[config.mk]
export PLATFORM = sky130hd
export DESIGN_NAME = controller_hs
export DESIGN_NICKNAME = d
export VERILOG_FILES = /design/src/rtl/alba_pkg.sv /design/src/rtl/controller_hs_wait_timer.sv /design/src/rtl/controller_hs.sv
export SDC_FILE = /design/constraint.sdc
export NUM_CORES = 1
export LEC_CHECK = 0
export ABC_AREA = 1
export BUFFER_PORTS_ARGS = -buffer_cell sky130_fd_sc_hd__clkbuf_2
export CORE_ASPECT_RATIO = 0.75
export CORE_MARGIN = 4
export CORE_UTILIZATION = 47
export DETAILED_ROUTE_END_ITERATION = 10
export PLACE_DENSITY = 0.79
export SYNTH_ARGS = -nofsm -noshare
export SYNTH_HDL_FRONTEND = slang
export SYNTH_HIERARCHICAL = 1
export SYNTH_SLANG_ARGS = --single-unit
[constraint.sdc]
create_clock -name clk -period 2.7 [get_ports clk]
set_clock_uncertainty 0.15 [all_clocks]
set_input_delay 0.54 -clock clk [delete_from_list [all_inputs] [get_ports clk]]
set_output_delay 0.54 -clock clk [all_outputs]
set_load 0.01 [all_outputs]
[src/rtl/alba_pkg.sv]
// Shared encodings for the 16-bit core: instruction opcodes, ALU operations and
// the sequencing-controller state set.
package alba_pkg;

  typedef enum logic [3:0] {
    OP_ADD  = 4'h0,
    OP_SUB  = 4'h1,
    OP_AND  = 4'h2,
    OP_OR   = 4'h3,
    OP_XOR  = 4'h4,
    OP_NOT  = 4'h5,
    OP_LD   = 4'h8,
    OP_ST   = 4'h9,
    OP_BZ   = 4'hA,
    OP_BN   = 4'hB,
    OP_JMP  = 4'hC,
    OP_HALT = 4'hF
  } opcode_e;

  typedef enum logic [2:0] {
    ALU_ADD    = 3'd0,
    ALU_SUB    = 3'd1,
    ALU_AND    = 3'd2,
    ALU_OR     = 3'd3,
    ALU_XOR    = 3'd4,
    ALU_NOT    = 3'd5,
    ALU_PASS_A = 3'd6,
    ALU_PASS_B = 3'd7
  } alu_op_e;

  typedef enum logic [2:0] {
    S_FETCH, S_DECODE, S_EXEC, S_MEM, S_WB, S_BR, S_HALT, S_FAULT
  } state_e;

  // Address arithmetic for LD/ST uses the adder; branch targets come from B.
  function automatic alu_op_e alu_sel(input logic [3:0] op);
    case (op)
      OP_ADD, OP_LD, OP_ST: return ALU_ADD;
      OP_SUB:               return ALU_SUB;
      OP_AND:               return ALU_AND;
      OP_OR:                return ALU_OR;
      OP_XOR:               return ALU_XOR;
      OP_NOT:               return ALU_NOT;
      OP_BZ, OP_BN, OP_JMP: return ALU_PASS_B;
      default:              return ALU_ADD;
    endcase
  endfunction

endpackage

[src/rtl/controller_hs_wait_timer.sv]
// Counts unanswered memory-request cycles; flags the cycle that exhausts the
// allowed wait so the controller can fault instead of updating anything.
module wait_timer #(
  parameter int unsigned MAX_WAIT = 15,
  localparam int unsigned W = $clog2(MAX_WAIT + 1)
) (
  input  logic clk,
  input  logic reset,
  input  logic clear,
  input  logic pending,
  output logic expired
);

  localparam logic [W-1:0] LAST = W'(MAX_WAIT - 1);

  logic [W-1:0] cnt_q, cnt_d;

  // NOTE: every variable driven here gets a default first, so no path leaves it unassigned and no latch is inferred.
  always_comb begin
    cnt_d = cnt_q;
    if (clear) begin
      cnt_d = '0;
    end else if (pending) begin
      cnt_d = cnt_q + W'(1);
    end
  end

  // NOTE: state registers use non-blocking assignments so all flops update together at the edge.
  always_ff @(posedge clk) begin
    if (reset) begin
      cnt_q <= '0;
    end else begin
      cnt_q <= cnt_d;
    end
  end

  assign expired = pending && (cnt_q == LAST);

endmodule

[src/rtl/controller_hs.sv]
// Multicycle sequencer for the 16-bit core: drives the datapath control set,
// handshakes with memory, and tracks retired instructions, halt and fault.
module controller_hs
  import alba_pkg::*;
#(
  parameter int unsigned MAX_WAIT = 15,
  parameter int unsigned CNT_W    = 32
) (
  input  logic             clk,
  input  logic             reset,
  input  logic [3:0]       opcode,
  input  logic             zero,
  input  logic             neg,
  input  logic             mem_ready,
  output logic             s_addr,
  output logic             en_inst,
  output logic             en_a,
  output logic             en_b,
  output logic             en_f,
  output logic             en_mdr,
  output logic             en_pc,
  output logic [2:0]       alu_op,
  output logic             s_regfile_din,
  output logic             we_regfile,
  output logic             s_next_pc,
  output logic             mem_req,
  output logic             we_mem,
  output logic             halted,
  output logic             fault,
  output logic [CNT_W-1:0] retired
);

  state_e           state_q, state_d;
  logic [CNT_W-1:0] retired_q, retired_d;
  logic             is_ld, is_st, is_reg, is_ctl, taken;
  logic             retire, pending, expired;

  assign is_ld   = (opcode == OP_LD);
  assign is_st   = (opcode == OP_ST);
  assign is_reg  = (opcode <= OP_NOT);
  assign is_ctl  = (opcode == OP_BZ) || (opcode == OP_BN) || (opcode == OP_JMP);
  assign taken   = (opcode == OP_JMP) || ((opcode == OP_BZ) && zero) || ((opcode == OP_BN) && neg);
  assign pending = mem_req && !mem_ready;

  // Any state change restarts the wait budget, which covers entry to FETCH and MEM.
  wait_timer #(.MAX_WAIT(MAX_WAIT)) u_wait_timer (
    .clk     (clk),
    .reset   (reset),
    .clear   (state_d != state_q),
    .pending (pending),
    .expired (expired)
  );

  always_comb begin
    state_d = state_q;
    retire  = 1'b0;
    unique case (state_q)
      S_FETCH: begin
        if (mem_ready)    state_d = S_DECODE;
        else if (expired) state_d = S_FAULT;
      end
      S_DECODE: begin
        if (opcode == OP_HALT) begin
          state_d = S_HALT;
          retire  = 1'b1;
        end else begin
          state_d = S_EXEC;
        end
      end
      S_EXEC: begin
        if (is_ld || is_st)       state_d = S_MEM;
        else if (is_reg)          state_d = S_WB;
        else if (is_ctl && taken) state_d = S_BR;
        else begin
          state_d = S_FETCH;
          retire  = 1'b1;
        end
      end
      S_MEM: begin
        if (mem_ready) begin
          state_d = is_ld ? S_WB : S_FETCH;
          retire  = !is_ld;
        end else if (expired) begin
          state_d = S_FAULT;
        end
      end
      S_WB, S_BR: begin
        state_d = S_FETCH;
        retire  = 1'b1;
      end
      S_HALT, S_FAULT: ;
    endcase
  end

  // Moore decode, except the FETCH/MEM enables that wait for mem_ready.
  // Held reset forces everything quiet so no partial update can escape.
  always_comb begin
    s_addr        = 1'b0;
    en_inst       = 1'b0;
    en_a          = 1'b0;
    en_b          = 1'b0;
    en_f          = 1'b0;
    en_mdr        = 1'b0;
    en_pc         = 1'b0;
    alu_op        = ALU_ADD;
    s_regfile_din = 1'b0;
    we_regfile    = 1'b0;
    s_next_pc     = 1'b0;
    mem_req       = 1'b0;
    we_mem        = 1'b0;
    halted        = 1'b0;
    fault         = 1'b0;
    if (!reset) begin
      unique case (state_q)
        S_FETCH: begin
          mem_req = 1'b1;
          en_inst = mem_ready;
          en_pc   = mem_ready;
        end
        S_DECODE: begin
          en_a = 1'b1;
          en_b = 1'b1;
        end
        S_EXEC: begin
          alu_op = alu_sel(opcode);
          en_f   = is_reg || is_ld || is_st || is_ctl;
        end
        S_MEM: begin
          s_addr  = 1'b1;
          mem_req = 1'b1;
          we_mem  = is_st;
          en_mdr  = is_ld && mem_ready;
        end
        S_WB: begin
          we_regfile    = 1'b1;
          s_regfile_din = is_ld;
        end
        S_BR: begin
          en_pc     = 1'b1;
          s_next_pc = 1'b1;
        end
        S_HALT:  halted = 1'b1;
        S_FAULT: fault  = 1'b1;
      endcase
    end
  end

  assign retired_d = retire ? retired_q + CNT_W'(1) : retired_q;

  always_ff @(posedge clk) begin
    if (reset) begin
      state_q   <= S_FETCH;
      retired_q <= '0;
    end else begin
      state_q   <= state_d;
      retired_q <= retired_d;
    end
  end

  assign retired = retired_q;

endmodule

# After elaboration in Yosys (flattened, before gate mapping)
# Memories as Yosys holds them, arrays and structs flattened.
# Index checks and enable logic that the tools add are counted.
dict set report op_classes {
  n_addsub 2
  n_eq_ne 15
  order_cmp 1
  mux 43
  n_reduce_logical 20
}
# operator count
set op_table {}
lappend op_table {{adder 32 x 1 -> 32 bit (second input constant)} 1}
lappend op_table {{2-to-1 mux 1 bit} 30}
lappend op_table {{2-to-1 mux 3 bit} 10}
lappend op_table {{== test 4 bit (second input constant)} 7}
lappend op_table {{one-hot mux 3 bit (5 select lines)} 1}
lappend op_table {{== test 3 bit (second input constant)} 4}
lappend op_table {{logical OR 1 bit} 8}
lappend op_table {{== test 3 x 2 -> 1 bit (second input constant)} 2}
lappend op_table {{logical AND 1 bit} 6}
lappend op_table {{OR reduction 2 bit} 3}
lappend op_table {{adder 4 x 1 -> 4 bit (second input constant)} 1}
lappend op_table {{<= comparator 4 x 3 -> 1 bit (second input constant)} 1}
lappend op_table {{one-hot mux 1 bit (4 select lines)} 1}
lappend op_table {{== test 3 x 1 -> 1 bit (second input constant)} 1}
lappend op_table {{zero test 3 bit} 1}
lappend op_table {{!= test 3 bit} 1}
lappend op_table {{zero test 1 bit} 2}
lappend op_table {{one-hot mux 1 bit (2 select lines)} 1}
dict set report totals {
  register_bits 39
  input_bits 9
  memories 1
  out_inout_bits 49
  rom_bits 48
  wordCells 85
}
# memory words word_bits read_ports rd_ports_with_merged_regs wr line
set memory_table {}
lappend memory_table {{(no name shown)} 16 3 1 0 0 alba_pkg.sv:37} ;# case (op)

# Logic depth before layout (Yosys ltp)
# Gate-level depths: netlist of the first run.
dict set report logic_depth {
  word_depth 11
  depth_mapped 19
  depth_no_buf 18
}

# Hierarchy
# Netlist of the first run, hierarchy kept.
# mod seq_area_each_um2 cells_per_inst area_each_um2 n_inst
set by_module_without_submodules {}
lappend by_module_without_submodules {controller_hs 700.7 447 2585.0 1}
lappend by_module_without_submodules {wait_timer 80.1 26 192.7 1}

# Least setup slack after synthesis of the first run
# Ideal clock, no wire load.
dict set report synth_path {
  path_type {input -> register}
  start {input port reset}
  end {register u_wait_timer.cnt_q[0]}
  n_path_buf 2
  cell_stages 15
  slack_ns 0.011
  t_arrival_ns 2.469
  setup_ns 0.070
  t_required_ns 2.480
  cell_sequence {clkbuf_1 > clkbuf_1 > nor2_1 > nand2_1 > nor2_1 > or2_2 > nand3_1 > nand2_1 > nor2_1 > nor2_1 > nor2_1 > nand3_1 > nor2_1 > o21ai_0 > a21oi_1}
}
dict set report synth_via {
  elab_chain_cells 8
  elab_cells_between_ends 9
  cone_classes {1 x eq/ne; 5 x mux; 3 x reduce/logical}
}
# element line
set synth_rtl {}
lappend synth_rtl {{start, declared} controller_hs.sv:10} ;# input logic reset,
lappend synth_rtl {{2-to-1 mux 1 bit (*)} controller_hs.sv:113} ;# if (!reset) begin
lappend synth_rtl {{logical AND 1 bit (*)} controller_hs.sv:43} ;# assign pending = mem_req && !mem_ready;
lappend synth_rtl {{via pending} controller_hs.sv:36} ;# logic retire, pending, expired;
lappend synth_rtl {{logical AND 1 bit (*)} controller_hs_wait_timer.sv:37} ;# assign expired = pending && (cnt_q == LAST);
lappend synth_rtl {{via expired} controller_hs.sv:36}
lappend synth_rtl {{2-to-1 mux 3 bit (*)} {controller_hs.sv:60, controller_hs.sv:83}}
lappend synth_rtl {{2-to-1 mux 3 bit, on equally long branches} {controller_hs.sv:80, controller_hs.sv:59}}
lappend synth_rtl {{one-hot mux 3 bit (5 select lines) (*)} controller_hs.sv:57} ;# unique case (state_q)
lappend synth_rtl {{!= test 3 bit (*)} controller_hs.sv:49} ;# .clear (state_d != state_q),
lappend synth_rtl {{OR reduction 2 bit (no line) (*)} -}
lappend synth_rtl {{end signal, assigned} controller_hs_wait_timer.sv:33} ;# cnt_q <= cnt_d;
lappend synth_rtl {{end, declared} controller_hs_wait_timer.sv:16} ;# logic [W-1:0] cnt_q, cnt_d;
# The timed path passes the listed nets; every way through them passes the cells marked *.
# A chain may end at the register's enable or synchronous reset.

# Final worst setup path of the first run
dict set report layout_path {
  start {register state_q[2]}
  end {register u_wait_timer.cnt_q[1]}
}
dict set report layout_via {
  elab_chain_cells 11
  elab_cells_between_ends 18
  cone_classes {6 x eq/ne; 6 x mux; 6 x reduce/logical}
}
# element line
set layout_rtl {}
lappend layout_rtl {{start, declared} controller_hs.sv:33} ;# state_e state_q, state_d;
lappend layout_rtl {{start signal, assigned} controller_hs.sv:155} ;# state_q <= state_d;
lappend layout_rtl {{== test 3 x 2 -> 1 bit / zero test 3 bit (equally long branches)} controller_hs.sv:114} ;# unique case (state_q)
lappend layout_rtl {{OR reduction 2 bit (no line) (*)} -}
lappend layout_rtl {{2-to-1 mux 1 bit (*)} controller_hs.sv:114}
lappend layout_rtl {{2-to-1 mux 1 bit (*)} controller_hs.sv:113}
lappend layout_rtl {{logical AND 1 bit (*)} controller_hs.sv:43}
lappend layout_rtl {{via pending} controller_hs.sv:36}
lappend layout_rtl {{logical AND 1 bit (*)} controller_hs_wait_timer.sv:37}
lappend layout_rtl {{via expired} controller_hs.sv:36}
lappend layout_rtl {{2-to-1 mux 3 bit (*)} {controller_hs.sv:60, controller_hs.sv:83}}
lappend layout_rtl {{2-to-1 mux 3 bit, on equally long branches} {controller_hs.sv:80, controller_hs.sv:59}}
lappend layout_rtl {{one-hot mux 3 bit (5 select lines) (*)} controller_hs.sv:57}
lappend layout_rtl {{!= test 3 bit (*)} controller_hs.sv:49}
lappend layout_rtl {{OR reduction 2 bit (no line) (*)} -}
# Marks and branches as above.

==> results.py, run 1 <==
metrics = {
    "outcome": {
        "status": "complete, no violations",
    },
    "clock_tree": {
        "holdBufCountCts": 0,
        "cts_sinks": 39,
        "clockBufferDepth": 2,
        "clockRootBuffer": "clkbuf_8",
        "clk_pin_slew_ps": 70,
        "clk_latency_ps": 290,
        "cts_max_level": 2,
        "cts_tree": "yes",
        "numCtsBuffers": 5,
    },
    "synth": {
        "syn_area_per_cell_um2": 5.87,
        "synthesis.area_um2": 2780,
        "syn_inst": 473,
        "synth.net_count": 485,
        "yosys_warnings": 6,
        "yosysSeqAreaShare": 0.281,
        "synth_seq_cells": 39,
        "yosysUniqueCellTypes": 28,
    },
    "route": {
        "top_layer": "met4",
        "via_count": 3182,
        "ant_nets": 0,
        "drt_iter0_markers": 337,
        "vias_per_cell": 5.31,
        "firstDrtPassIters": 6,
        "drc": 0,
        "wire_per_inst_um": 12.6,
        "drt-total-wl_mm": 7.56,
        "wl_met2_mm": 3.25,
        "wl_met1_mm": 3.59,
        "met3WireLength_um": 575,
    },
    "job": {
        "maxCapViolations": 0,
    },
    "sta": {
        "finalCritPeriodShare": 0.897,
        "finalHoldViolCount": 0,
        "tightestPinTransition_ps": 599,
        "setup_violations": 0,
        "worst_slack_ps": 278,
        "finalSetupTns_ps": 0,
        "timing.hold.ws_ps": 362,
        "rsz0062_at_grt": "false",
        "maxSlewViolCount": 0,
        "post-route-min-period_ps": 2420,
        "max_freq_ghz": 0.413,
        "max_slew_margin": 0.599,
    },
    "place": {
        "place_ws_ps": 139,
        "dp_hpwl_mm": 5.75,
        "portBuffers": 57,
        "place_area_um2": 3100,
        "gp_congestion": 0.945,
    },
    "final_layout": {
        "drive_above_1_share": 0.160,
        "final_common_cell": "nand2_1",
        "final_area_um2": 3180,
        "synthToLayoutAreaGrowth_pct": 14.4,
        "fin_util": 0.575,
        "diodes": 0,
        "layout_common_cells": "nand2_1 (163), nor2_1 (87), clkbuf_2 (57)",
        "nFillCells": 576,
        "nNetsFinal": 537,
    },
    "grt": {
        "grt_use_total": 0.215,
        "grt_max_degree": 45,
        "grt_pass1_vias": 2707,
        "grt_antenna_before_repair": 0,
        "grt_pass1_wl_mm": 12.6,
        "overflow": 0,
    },
    "critical_path": {
        "end_kind": "register",
        "reg2reg_from": "state_q[2]",
        "start_kind": "register",
        "ff2ff_path_depth": 17,
        "cp_data_required_time_ps": 2780,
        "critPathArrivalTime_ps": 2500,
        "r2r_slack_ps": 280,
        "worstPathMaxFanout": 6,
        "rr_endpoint": "u_wait_timer/cnt_q[1]",
        "critical_path_class": "reg -> reg",
    },
    "floorplanning": {
        "start_util": 0.503,
        "dieHeight_um": 74.6,
        "die_area_um2": 7220,
        "ios": 58,
        "core_um2": 5530,
        "rows": 23,
        "die_w_um": 96.8,
    },
    "worst_hold_path": {
        "hold_end": "u_wait_timer/cnt_q[3]",
        "worstHoldPathType": "reg -> reg",
        "hold_depth": 2,
        "worstHoldStart": "u_wait_timer/cnt_q[3]",
    },
    "power_and_ir_drop": {
        "p_leak_nw": 1.33,
        "vdd_drop_max_mv": 0.209,
        "power_density_nw_per_um2": 368,
    },
}
[worst max-delay path, cell delays in order (launching register included)]
cell and delay (ps):
dfxtp_2 370, inv_1 130, nand3_2 130, nand2_1 80, nand2_1 80, nor2_1 60
nand2_1 60, nor2_1 50, or2_2 260, nand3_1 100, nand2_1 90, nor2_1 150
nor2_1 70, nor2_1 90, nand3_1 90, nor2_2 170, o21ai_0 120, a21oi_1 110
[metrics by stage]
step / instances / power [W]
floorplan: 473 / 0.000762
global placement: 593 / 0.000804
detailed placement: 593 / 0.000808
CTS: 599 / 0.00117
global route: 599 / 0.00123
finish: 599 / 0.00117
[layout make-up]
cell class	instances	area, um^2	share of cell area
clock buffer	6	72.6	0.0228
inverter	25	93.8	0.0295
multi-input combinational	392	1810	0.570
sequential	39	785	0.247
tap	75	93.8	0.0295
timing repair buffer	62	323	0.102
[worst max-delay path by stage]
stage,end,startpoint,slack [ps]
finish,u_wait_timer/cnt_q[1],state_q[2],280
global route,u_wait_timer/cnt_q[1],state_q[2],6
CTS,u_wait_timer/cnt_q[1],state_q[1],110
detailed placement,u_wait_timer/cnt_q[1],state_q[1],140
global placement,u_wait_timer/cnt_q[1],state_q[1],280
floorplan,u_wait_timer/cnt_q[0],reset,10
[cell families (layout without fill, tap and decap cells)]
group,Yosys count,count (layout),share of synthesized area
buffers and inverters,42,93,0.0685
AOI/OAI and AO/OA,48,48,0.0883
and+or+nand+nor,326,326,0.501
DFF,39,39,0.281
xor gates and xnor gates,15,15,0.0473
adders and majority gates,3,3,0.0135
[cell usage after synthesis, drive strengths merged]
cell	instances	area (um^2)
o21ai	6	33.8
nand4	2	18.8
a21oi	41	205
dfxtp	39	781
nor3	5	30.0
nand2	166	631
or2	1	6.26
nand3b	15	113
ha	3	37.5
and2	1	6.26
xor2	11	96.3
inv	25	93.8
clkbuf	7	28.8
nand3	46	240
xnor2	4	35.0
nor2	90	348
o22ai	1	6.26
buf	10	67.6
[sequential cells by signal, summed over array words and instances, names as in the netlist]
register / count
retired: 32
u_wait_timer/cnt_q: 4
state_q: 3
[per-layer routing]
metal  global-route usage  vias up
met4               0.0561        0
met5                    0        -
met1                0.297     1418
li1                     -     1621
met2                0.346      128
met3               0.0487       15
[report_power, final]
| part | switching [W] | internal [W] | total, W |
|---|---|---|---|
| combinational | 0.000139 | 0.0000601 | 0.000199 |
| sequential | 0.0000170 | 0.000585 | 0.000602 |
| clock | 0.000195 | 0.000172 | 0.000367 |
| total | 0.000351 | 0.000817 | 0.00117 |
[timing repair]
item	in CTS	in global routing
setup buffers	0	0
gates resized for setup	0	4
setup endpoints to repair	0	4
Power figures use the tool's default switching activity.
==> run 2, diff against run 1 <==
--- a/config.mk
+++ b/config.mk
@@ -12,6 +12,7 @@
 export CORE_UTILIZATION = 47
 export DETAILED_ROUTE_END_ITERATION = 10
 export PLACE_DENSITY = 0.79
+export SETUP_SLACK_MARGIN = 0.5
 export SYNTH_ARGS = -nofsm -noshare
 export SYNTH_HDL_FRONTEND = slang
 export SYNTH_HIERARCHICAL = 1
==> results.py, run 2 (synthesis gave the netlist of run 1 again) <==
metrics = {
    "outcome": {
        "status": "complete, no violations",
    },
    "power_and_ir_drop": {
        "pwr-share-seq": 0.468,
        "power_frac_comb": 0.227,
        "power_density_nw_per_um2": 376,
        "p_leak_nw": 1.42,
        "p_sw_w": 0.000413,
        "vdd_drop_max_mv": 0.256,
        "p_int_w": 0.000871,
        "swShare": 0.322,
        "p_clk_frac": 0.304,
    },
    "grt": {
        "overflow": 0,
        "grt_pass1_vias": 2928,
        "grt_use_total": 0.230,
        "grt_antenna_before_repair": 0,
        "grt_pass1_wl_mm": 13.7,
        "grt_max_degree": 36,
    },
    "floorplanning": {
        "die_area_um2": 7220,
        "dieHeight_um": 74.6,
        "die_w_um": 96.8,
        "core_um2": 5530,
        "ios": 58,
        "rows": 23,
        "start_util": 0.503,
    },
    "place": {
        "gp_congestion": 0.937,
        "place_ws_ps": 214,
        "portBuffers": 57,
        "dp_hpwl_mm": 5.92,
        "dp.cells": 593,
    },
    "final_layout": {
        "diodes": 0,
        "fin_util": 0.619,
        "nNetsFinal": 550,
        "layout_common_cells": "nand2_1 (158), nor2_1 (80), clkbuf_2 (56)",
        "final_common_cell": "nand2_1",
        "drive_above_1_share": 0.219,
        "largest_reg_flops": 32,
        "synthToLayoutAreaGrowth_pct": 23.1,
        "final_cells": 614,
    },
    "critical_path": {
        "cpPeakStageDelay_ps": 370,
        "critical_path_class": "reg -> reg",
        "start_kind": "register",
        "path_delay_family": "simple AND/OR/NAND/NOR gates",
        "critPathArrivalTime_ps": 2350,
        "crit_chain": "inv_4 > nand3_4 > nand2_4 > nand2_4 > nor2_4 > nand2_2 > nor2_2 > or2_4 > nand3_4 > nand2_2 > inv_2 > nand3_2 > nand2_1 > nand2_1 > nand3_2 > nor2_4 > o21ai_1 > a21oi_1",
        "crit_buf_inv": 2,
        "cp_data_required_time_ps": 2770,
        "end_kind": "register",
        "worstSetupStartpoint": "state_q[0]",
        "worstPathMaxFanout": 4,
        "critical-path-slowest-cell": "dfxtp_4",
        "reg2reg_from": "state_q[0]",
    },
    "clock_tree": {
        "clockRootBuffer": "clkbuf_8",
        "holdBufCountCts": 0,
        "cts_sinks": 39,
        "cts_max_level": 2,
        "clk_pin_slew_ps": 80,
        "cts_tree": "yes",
        "clockBufferDepth": 2,
        "numCtsBuffers": 5,
        "clk_latency_ps": 290,
    },
    "sta": {
        "setup_violations": 0,
        "max_freq_ghz": 0.438,
        "maxSlewViolCount": 0,
        "finalHoldViolCount": 0,
        "finalSetupTns_ps": 0,
        "post-route-min-period_ps": 2280,
        "tightestPinTransition_ps": 437,
        "finalCritPeriodShare": 0.845,
        "rsz0062_at_grt": "true",
        "worst_slack_ps": 418,
        "max_slew_margin": 0.708,
    },
    "worst_hold_path": {
        "worstHoldPathType": "reg -> reg",
        "worstHoldStart": "retired[31]",
    },
    "route": {
        "via_count": 3335,
        "firstDrtPassIters": 5,
        "drt_iter0_markers": 378,
        "drc": 0,
        "ant_nets": 0,
        "wire_per_inst_um": 13.8,
        "drt-total-wl_mm": 8.50,
        "vias_per_cell": 5.43,
    },
    "job": {
        "maxCapViolations": 0,
    },
}
run 2: cell types whose count changed in the layout (fill, tap and decap cells not counted), moves of 4 or more:
| cell | previous run | this run |
|---|---|---|
| buf_4 | 5 | 18 |
| nor2_1 | 87 | 80 |
| nand2_1 | 163 | 158 |
| nand3_1 | 44 | 40 |
| nand3_4 | 0 | 4 |
| nor2_2 | 2 | 6 |
run 2: power groups by stage:
stage | Sequential, W | Clock [W] | Combinational [W]
after floorplan | 0.000608 | 0 | 0.000165
after global placement | 0.000613 | 0 | 0.000197
after detailed placement | 0.000614 | 0 | 0.000201
after CTS | 0.000601 | 0.000397 | 0.000211
after global routing | 0.000603 | 0.000431 | 0.000313
final | 0.000601 | 0.000391 | 0.000292
run 2: timing repair:
action / CTS / global route
resized for setup: 10 / 28
pin swaps: 1 / 14
setup buffers: 2 / 11
setup endpoints to repair: 5 / 23
run 2: per-layer routing:
metal  vias to the layer above  wire length, um  track usage  part of all wire
met1                      1509             3930        0.322              0.46
li1                       1650                -            -                 -
met2                       162             3740        0.362              0.44
met5                         -                0            0                 0
met3                        14              722       0.0478             0.085
met4                         0              104       0.0685             0.012
run 2: path summary, 6_finish.rpt:
| path | endpoint | slack [ps] | cells after the start |
|---|---|---|---|
| setup / recovery | u_wait_timer/cnt_q[0] | 420 | 18 |
| hold / removal | retired[31] | 370 | 2 |
| setup reg to reg | u_wait_timer/cnt_q[0] | 420 | 18 |
| hold reg to reg | retired[31] | 370 | 2 |
run 2: layout make-up:
class | instances | area [um^2]
fill | 548 | 2110
multi-input combinational | 392 | 1920
sequential | 39 | 793
timing repair buffer | 75 | 420
inverter | 25 | 106
tap | 75 | 93.8
clock buffer | 7 | 76.3
clock inverter | 1 | 5.00
run 2: per-stage QoR:
stage               total power (W)  cell area [um^2]  hold slack [ps]
floorplan                  0.000773              2820              327
global placement           0.000810              3120              344
detailed placement         0.000815              3120              349
CTS                         0.00121              3240              358
global route                0.00135              3420              415
finish                      0.00128              3420              373
run 2: worst reg2reg max path, stage by stage, from the launching register on:
cell and delay [ps]:
dfxtp_4 370, inv_4 90, nand3_4 100, nand2_4 100, nand2_4 60, nor2_4 140, nand2_2 60, nor2_2 100
or2_4 140, nand3_4 70, nand2_2 80, inv_2 40, nand3_2 60, nand2_1 60, nand2_1 90, nand3_2 110
nor2_4 150, o21ai_1 110, a21oi_1 130
